===== src/rtl/z88_vga_scan.sv =====
// z88_vga_scan: 640x480@60 raster timing from the 50 MHz clock, LCD VRAM fetch and 12-bit colour.
// Optional: define Z88_VGA_SCANLINE_EN to halve the colour on every fourth window line.
module z88_vga_scan #(
   parameter int H_ACT  = 640,
   parameter int H_FP   = 16,
   parameter int H_SYN  = 96,
   parameter int H_BP   = 48,
   parameter int V_ACT  = 480,
   parameter int V_FP   = 10,
   parameter int V_SYN  = 2,
   parameter int V_BP   = 33,
   parameter int WIN_V0 = 64
) (
   input  logic        clk,
   input  logic        rst,
   input  logic        lcd_on,
   output logic [14:0] vram_rd_addr,
   input  logic [2:0]  vram_rd_data,
   output logic        new_fr_tgl,
   output logic        vga_hs,
   output logic        vga_vs,
   output logic        vga_de,
   output logic [3:0]  vga_r,
   output logic [3:0]  vga_g,
   output logic [3:0]  vga_b
);

   localparam int H_TOT = H_ACT + H_FP + H_SYN + H_BP;
   localparam int V_TOT = V_ACT + V_FP + V_SYN + V_BP;

   localparam logic [9:0] H_LAST    = 10'(H_TOT - 1);
   localparam logic [9:0] V_LAST    = 10'(V_TOT - 1);
   localparam logic [9:0] H_ACT_END = 10'(H_ACT);
   localparam logic [9:0] V_ACT_END = 10'(V_ACT);
   localparam logic [9:0] HS_BEG    = 10'(H_ACT + H_FP);
   localparam logic [9:0] HS_END    = 10'(H_ACT + H_FP + H_SYN);
   localparam logic [9:0] VS_BEG    = 10'(V_ACT + V_FP);
   localparam logic [9:0] VS_END    = 10'(V_ACT + V_FP + V_SYN);
   localparam logic [9:0] WIN_BEG   = 10'(WIN_V0);
   localparam logic [9:0] WIN_END   = 10'(WIN_V0 + 256);
   localparam logic [9:0] TGL_LINE  = 10'(WIN_V0 + 255);

   localparam logic [11:0] RGB_BG       = 12'hCDB;
   localparam logic [11:0] RGB_PIX      = 12'h212;
   localparam logic [11:0] RGB_PIX_GRAY = 12'h878;

   logic        pix_ena_reg;
   logic [9:0]  h_ctr_reg;
   logic [9:0]  v_ctr_reg;
   logic        h_last;
   logic        v_last;
   logic        de_s0;
   logic        hs_s0;
   logic        vs_s0;
   logic        win_s0;
   logic        hs_s1_reg;
   logic        vs_s1_reg;
   logic        de_s1_reg;
   logic        win_s1_reg;
   logic        h0_s1_reg;
   logic        lcd_on_reg;
   logic        pix_bit;
   logic [11:0] rgb_base;
   logic [11:0] rgb_next;
   logic [11:0] rgb_reg;

   always_comb begin
      h_last = (h_ctr_reg == H_LAST);
      v_last = (v_ctr_reg == V_LAST);
      de_s0  = (h_ctr_reg < H_ACT_END) && (v_ctr_reg < V_ACT_END);
      hs_s0  = (h_ctr_reg >= HS_BEG) && (h_ctr_reg < HS_END);
      vs_s0  = (v_ctr_reg >= VS_BEG) && (v_ctr_reg < VS_END);
      win_s0 = (h_ctr_reg < H_ACT_END) && (v_ctr_reg >= WIN_BEG) && (v_ctr_reg < WIN_END);
   end

   // vram_rd_data belongs to the address issued one pixel earlier, i.e. to stage 1
   always_comb begin
      pix_bit  = h0_s1_reg ? vram_rd_data[0] : vram_rd_data[1];
      rgb_base = 12'h000;
      if (win_s1_reg) begin
         if (!lcd_on_reg || !pix_bit)
            rgb_base = RGB_BG;
         else if (vram_rd_data[2])
            rgb_base = RGB_PIX_GRAY;
         else
            rgb_base = RGB_PIX;
      end
   end

`ifdef Z88_VGA_SCANLINE_EN
   logic        dim_s1_reg;
   logic [11:0] rgb_dim;
   genvar gi;
   for (gi = 0; gi < 3; gi++) begin : g_dim
      assign rgb_dim[gi*4 +: 4] = {1'b0, rgb_base[gi*4+1 +: 3]};
   end
   assign rgb_next = dim_s1_reg ? rgb_dim : rgb_base;
`else
   assign rgb_next = rgb_base;
`endif

   always_ff @(posedge clk or posedge rst) begin
      if (rst) begin
         pix_ena_reg  <= 1'b0;
         h_ctr_reg    <= '0;
         v_ctr_reg    <= '0;
         vram_rd_addr <= '0;
         hs_s1_reg    <= 1'b1;
         vs_s1_reg    <= 1'b1;
         de_s1_reg    <= 1'b0;
         win_s1_reg   <= 1'b0;
         h0_s1_reg    <= 1'b0;
         lcd_on_reg   <= 1'b0;
         new_fr_tgl   <= 1'b0;
         vga_hs       <= 1'b1;
         vga_vs       <= 1'b1;
         vga_de       <= 1'b0;
         rgb_reg      <= '0;
`ifdef Z88_VGA_SCANLINE_EN
         dim_s1_reg   <= 1'b0;
`endif
      end else begin
         pix_ena_reg <= ~pix_ena_reg;
         if (pix_ena_reg) begin
            if (h_last) begin
               h_ctr_reg <= '0;
               v_ctr_reg <= v_last ? '0 : v_ctr_reg + 10'd1;
               // flips as the counters enter the first line below the window
               if (v_ctr_reg == TGL_LINE)
                  new_fr_tgl <= ~new_fr_tgl;
            end else begin
               h_ctr_reg <= h_ctr_reg + 10'd1;
            end
            if ((h_ctr_reg == '0) && (v_ctr_reg == '0))
               lcd_on_reg <= lcd_on;
            if (win_s0)
               vram_rd_addr <= {h_ctr_reg[9:1], v_ctr_reg[7:2]};
            hs_s1_reg  <= ~hs_s0;
            vs_s1_reg  <= ~vs_s0;
            de_s1_reg  <= de_s0;
            win_s1_reg <= win_s0;
            h0_s1_reg  <= h_ctr_reg[0];
`ifdef Z88_VGA_SCANLINE_EN
            dim_s1_reg <= (v_ctr_reg[1:0] == 2'b11);
`endif
            vga_hs  <= hs_s1_reg;
            vga_vs  <= vs_s1_reg;
            vga_de  <= de_s1_reg;
            rgb_reg <= rgb_next;
         end
      end
   end

   assign vga_r = rgb_reg[11:8];
   assign vga_g = rgb_reg[7:4];
   assign vga_b = rgb_reg[3:0];

endmodule

===== config.mk =====
export PLATFORM = sky130hd
export DESIGN_NAME = z88_vga_scan
export DESIGN_NICKNAME = d
export VERILOG_FILES = /design/src/rtl/z88_vga_scan.sv
export SDC_FILE = /design/constraint.sdc
export NUM_CORES = 1
export LEC_CHECK = 0
export ABC_AREA = 1
export CORE_UTILIZATION = 40
export DETAILED_ROUTE_END_ITERATION = 10
export DONT_BUFFER_PORTS = 1
export PLACE_DENSITY = 0.55
export SKIP_CTS_REPAIR_TIMING = 1
export SYNTH_ARGS = -nofsm -noshare
export SYNTH_HDL_FRONTEND = slang
export SYNTH_SLANG_ARGS = --single-unit

===== constraint.sdc =====
create_clock -name clk -period 1.9 [get_ports clk]
set_input_delay 0.38 -clock clk [delete_from_list [all_inputs] [get_ports clk]]
set_output_delay 0.38 -clock clk [all_outputs]
set_load 0.1 [all_outputs]

Yosys cells after proc, flatten, opt, wreduce, memory -nomap -nowiden
Cells that the tools add are included.
Word-level totals
  input port bits: 6
  register bits: 58
  logic and storage cells: 53
  output and inout port bits: 31
Cells by class
  $add $sub $neg: 2
  bitwise gates (word level): 4
  reduce and logical (&&, ||, !) cells: 15
  equal/unequal tests: 3
  muxes and demuxes: 6
  $lt $le $gt $ge: 8
Operators by type and width (count)
  2-to-1 mux 12 bit: 3
  < comparator 10 x 9 -> 1 bit (second input constant): 3
  adder 10 x 1 -> 10 bit (second input constant): 2
  == test 10 bit (second input constant): 2
  zero test 10 bit: 2
  < comparator 10 bit (second input constant): 2
  2-to-1 mux 10 bit: 2
  == test 10 x 9 -> 1 bit (second input constant): 1
  greater-or-equal comparator 10 bit (second input constant): 1
  greater-or-equal comparator 10 x 7 -> 1 bit (second input constant): 1
  greater-or-equal comparator 10 x 9 -> 1 bit (second input constant): 1
  logical AND 1 bit: 6
  AND reduction 2 bit: 3
  inverter 1 bit: 4
  AND reduction 3 bit: 1
  zero test 1 bit: 2
  logical OR 1 bit: 1
  2-to-1 mux 1 bit: 1

Depth between registers and ports, before layout
  word-level depth: 5
  gate-level depth with buffers: 9
  gate-level depth less buffers: 8

Worst setup path before layout
Ideal clock, no wire load.
  path kind: register to output
  from: reg rgb_reg[6]
  to: out vga_g[2]
  arrival time: 1.357 ns
  stages on the path, launching flop included: 2
  setup slack: 0.163 ns
  buffers on the path: 1
  data required time: 1.520 ns
  path through: dfrtp_1 -> buf_4
RTL lines
  start, declared: line 65  | logic [11:0] rgb_reg;
  start signal, assigned: line 149  | rgb_reg <= rgb_next;
  end, declared: line 24  | output logic [3:0] vga_g,
No word-level cell between the ends.

Worst setup path in the final report
  from: reg h_ctr_reg[0]
  to: reg new_fr_tgl
On the way
  cells in the longest elaborated chain, start to end: 2
Ends and longest elaborated chain
  start, declared: line 48  | logic [9:0] h_ctr_reg;
  start signal, assigned: line 132  | h_ctr_reg <= h_ctr_reg + 10'd1;
  == test 10 bit: line 68  | h_last = (h_ctr_reg == H_LAST);
  AND reduction 3 bit (no source line)
  end signal, assigned: line 130  | new_fr_tgl <= ~new_fr_tgl;
  end, declared: line 19  | output logic new_fr_tgl,
No other way between the ends.
A chain may end at the register's enable or synchronous reset.

==> summary.md <==
| Metric | Value |
|---|---|
| Clock-pin slew on the worst setup and hold paths | `90 ps` |
| Top cells by area, synth | `dfrtp_1 46%, nand2_1 12%, inv_1 5.4%, nor2_1 4.7%, nand3_1 4.2%` |
| Hold/Removal Path Class | `in -> async` |
| Clock share of power | `0.347` |
| Fin crit period | `1662 ps` |
| Post-layout nets | `345` |
| Clk Latency, worst-skew pair | `300 ps` |
| Pleak | `1.473 nW` |
| CP Cell Sequence | `ha_1 > nand3_1 > inv_1 > nand4_1 > o21ai_0 > nand2_1` |
| Critical Path AT | `1860 ps` |
| Number of synthesized register bits | `52` |
| Endpoints failing hold | `3` |
| Pwr dens | `602.2 nW/um^2` |
| Unrepaired setup endpoints after global routing | `false` |
| Layout area overhead | `11.78%` |
| Crit share post-route | `0.8747` |
| Yosys cell types | `28` |
| Gate Count Post-Synth | `316` |
| H-Tree Depth | `2` |
| TritonCTS Buffers | `5` |
| CTS Buffer Depth | `2` |
| Most common cell in the netlist | `nand2_1` |
| Grt ovf | `0` |
| Setup tns final | `0 ps` |
| Filler cells | `633` |
| Crit path kind | `reg -> reg` |
| Io pins | `37` |
| Die ar. | `6913 sq um` |
| DRT antenna net count | `0` |
| Top-area cell type share of the netlist area | `0.4561` |
| Post-Syn Area | `2634 sq um` |
| Final setup viols | `0` |
| Max Slew Vio Count | `0` |
| Synth Flop Type | `dfrtp_1` |
| Failing checks | `negative hold slack` |
| Synth top cells by count | `85 x nand2_1, 48 x dfrtp_1, 38 x inv_1` |
| Max IR drop VDD | `293.1 uV` |
| Vias in the first global route | `1993` |
| Routed len/inst | `12.60 microns` |
| CP endpoint kind | `flip-flop` |
| Antenna diodes | `0` |
| Core ar. | `6350 sq um` |
| TritonCTS clock tree | `done` |
| Iteration-0 DRC count of the detailed router | `172` |
| Detailed Route WL | `5205 microns` |
| Number of remaining DRC errors | `0` |
| Max incr delay on CP | `410 ps` |
| Reg power frac | `0.625` |
| Clock sinks | `52` |
| Post-synth top area cell | `dfrtp_1` |
| Layout cell share with drive strength beyond 1 | `0.1845` |
| Yosys warns | `0` |
| Worst hold margin | `-0.2278 ps` |
| EDFF count, synth | `0` |
| Worst slew margin | `0.6010` |
| Largest register FFs | `15` |
| Clk root buf | `clkbuf_8` |
| Tot GR Track Use | `0.1678` |
| Psw | `399.9 uW` |
| Avg Cell Area, Syn | `8.335 sq um` |
| Die Height | `83.15 microns` |
| Ys async rst share | `1.000` |
| Actual slew at the worst max-slew pin | `592.3 ps` |
| Logic pwr share | `0.028` |
| Vias per std cell | `4.884` |
| Seq/Total Area, Yosys | `0.4960` |
| RePlAce Congestion | `0.8946` |
| Worst setup SP type | `flip-flop` |
| Num rows | `29` |
| Starting Density | `0.4148` |
| Cell internal pwr | `1.373 mW` |
| HPWL Detailed | `3877 microns` |
| PortBufs | `0` |
| First-pass GRT wire length | `9342 microns` |
| CP required | `2090 ps` |
| Total Power | `1.773 mW` |
| Die X | `83.15 microns` |
| FMAX | `601.7 MHz` |
| Max_cap viols | `0` |
| Vias | `2017` |
| Clock Skew | `7.814 ps` |
| Sw Ratio | `0.2255` |
| Critical path fanouts, max | `11` |
| Largest net degree at the start of global routing | `30` |
| Slowest CP cell | `nand4_1` |
| Total iterations of the first detailed-routing run | `4` |
| Status | `finished, violations left` |
| Initial antenna violation count | `0` |
-- through the flow --
stage,instances,worst slack [ps],area (sq um),utilization
final,413,238.0,2944,0.4636
after global routing,413,7.901,2944,0.4636
after CTS,413,215.7,2944,0.4636
after detailed placement,405,223.4,2863,0.4508
after global placement,405,305.2,2863,0.4508
after floorplan,317,163.5,2638,-
-- area by class of cell --
class / count / area (sq um) / share of cell area
Multi-Input combinational cell: 211 / 1064 / 0.3612
Inverter: 39 / 148.9 / 0.05057
Timing Repair Buffer: 26 / 245.2 / 0.08330
Clock inverter: 1 / 5.005 / 0.001700
Sequential cell: 52 / 1309 / 0.4445
Tap cell: 77 / 96.34 / 0.03272
Clock buffer: 7 / 76.32 / 0.02592
-- path summary, 6_finish.rpt --
path,from,end,slack [ps],depth (start not counted)
setup reg to reg,h_ctr_reg[0]$_DFFE_PP0P_,new_fr_tgl$_DFFE_PP0P_,240,6
max in group asynchronous,rst,v_ctr_reg[2]$_DFFE_PP0P_,1360,2
hold / removal,rst,win_s1_reg$_DFFE_PP0P_,-0.2,1
min in group clk,vram_rd_data[2],rgb_reg[9]$_DFFE_PP0P_,170,1
hold reg to reg,hs_s1_reg$_DFFE_PP1P_,vga_hs$_DFFE_PP1P_,470,2
setup / recovery,h_ctr_reg[0]$_DFFE_PP0P_,new_fr_tgl$_DFFE_PP0P_,240,6
-- cell families (layout without fill, tap and decap cells) --
group | after synthesis | in the layout | synth area share
compound gates | 37 | 37 | 0.09026
xor+xnor | 9 | 9 | 0.02993
fa+ha+maj | 4 | 4 | 0.01900
buf+inv | 54 | 73 | 0.1017
flops | 52 | 52 | 0.4960
other cells | 1 | 2 | 0.001424
simple gates | 159 | 159 | 0.2618
-- per-layer routing --
layer | GRT usage | routed length, microns
met2 | 0.2861 | 2580
met4 | 0.06583 | 61
met1 | 0.2092 | 2406
met5 | 0 | 0
met3 | 0.03280 | 157
-- critical path: cells and delay by family, from the launching register on --
family                     cells  cell delay [ps]
adders and majority gates      1              180
DFF                            1              380
AOI/OAI and AO/OA              1              310
and+or+nand+nor                3              580
buffers and inverters          1              100
-- power by group through the flow --
stage / Combinational, mW / Sequential [mW] / Clock, mW
3_3_place_gp: 0.0523 / 1.13 / 0
5_1_grt: 0.0570 / 1.11 / 0.689
2_1_floorplan: 0.0415 / 1.13 / 0
6_report: 0.0501 / 1.11 / 0.616
3_5_place_dp: 0.0528 / 1.13 / 0
4_1_cts: 0.0527 / 1.11 / 0.641
-- cells in the final DEF (no fill, tap or decap), types with 5 or more instances in the layout --
cell / n
nand2_1: 85
nand3_1: 22
xor2_1: 9
o21ai_0: 17
clkbuf_8: 5
o21ai_2: 12
nor2_1: 33
buf_4: 22
inv_1: 37
dfrtp_1: 46
Note: power is estimated with default switching activity, not from simulation.
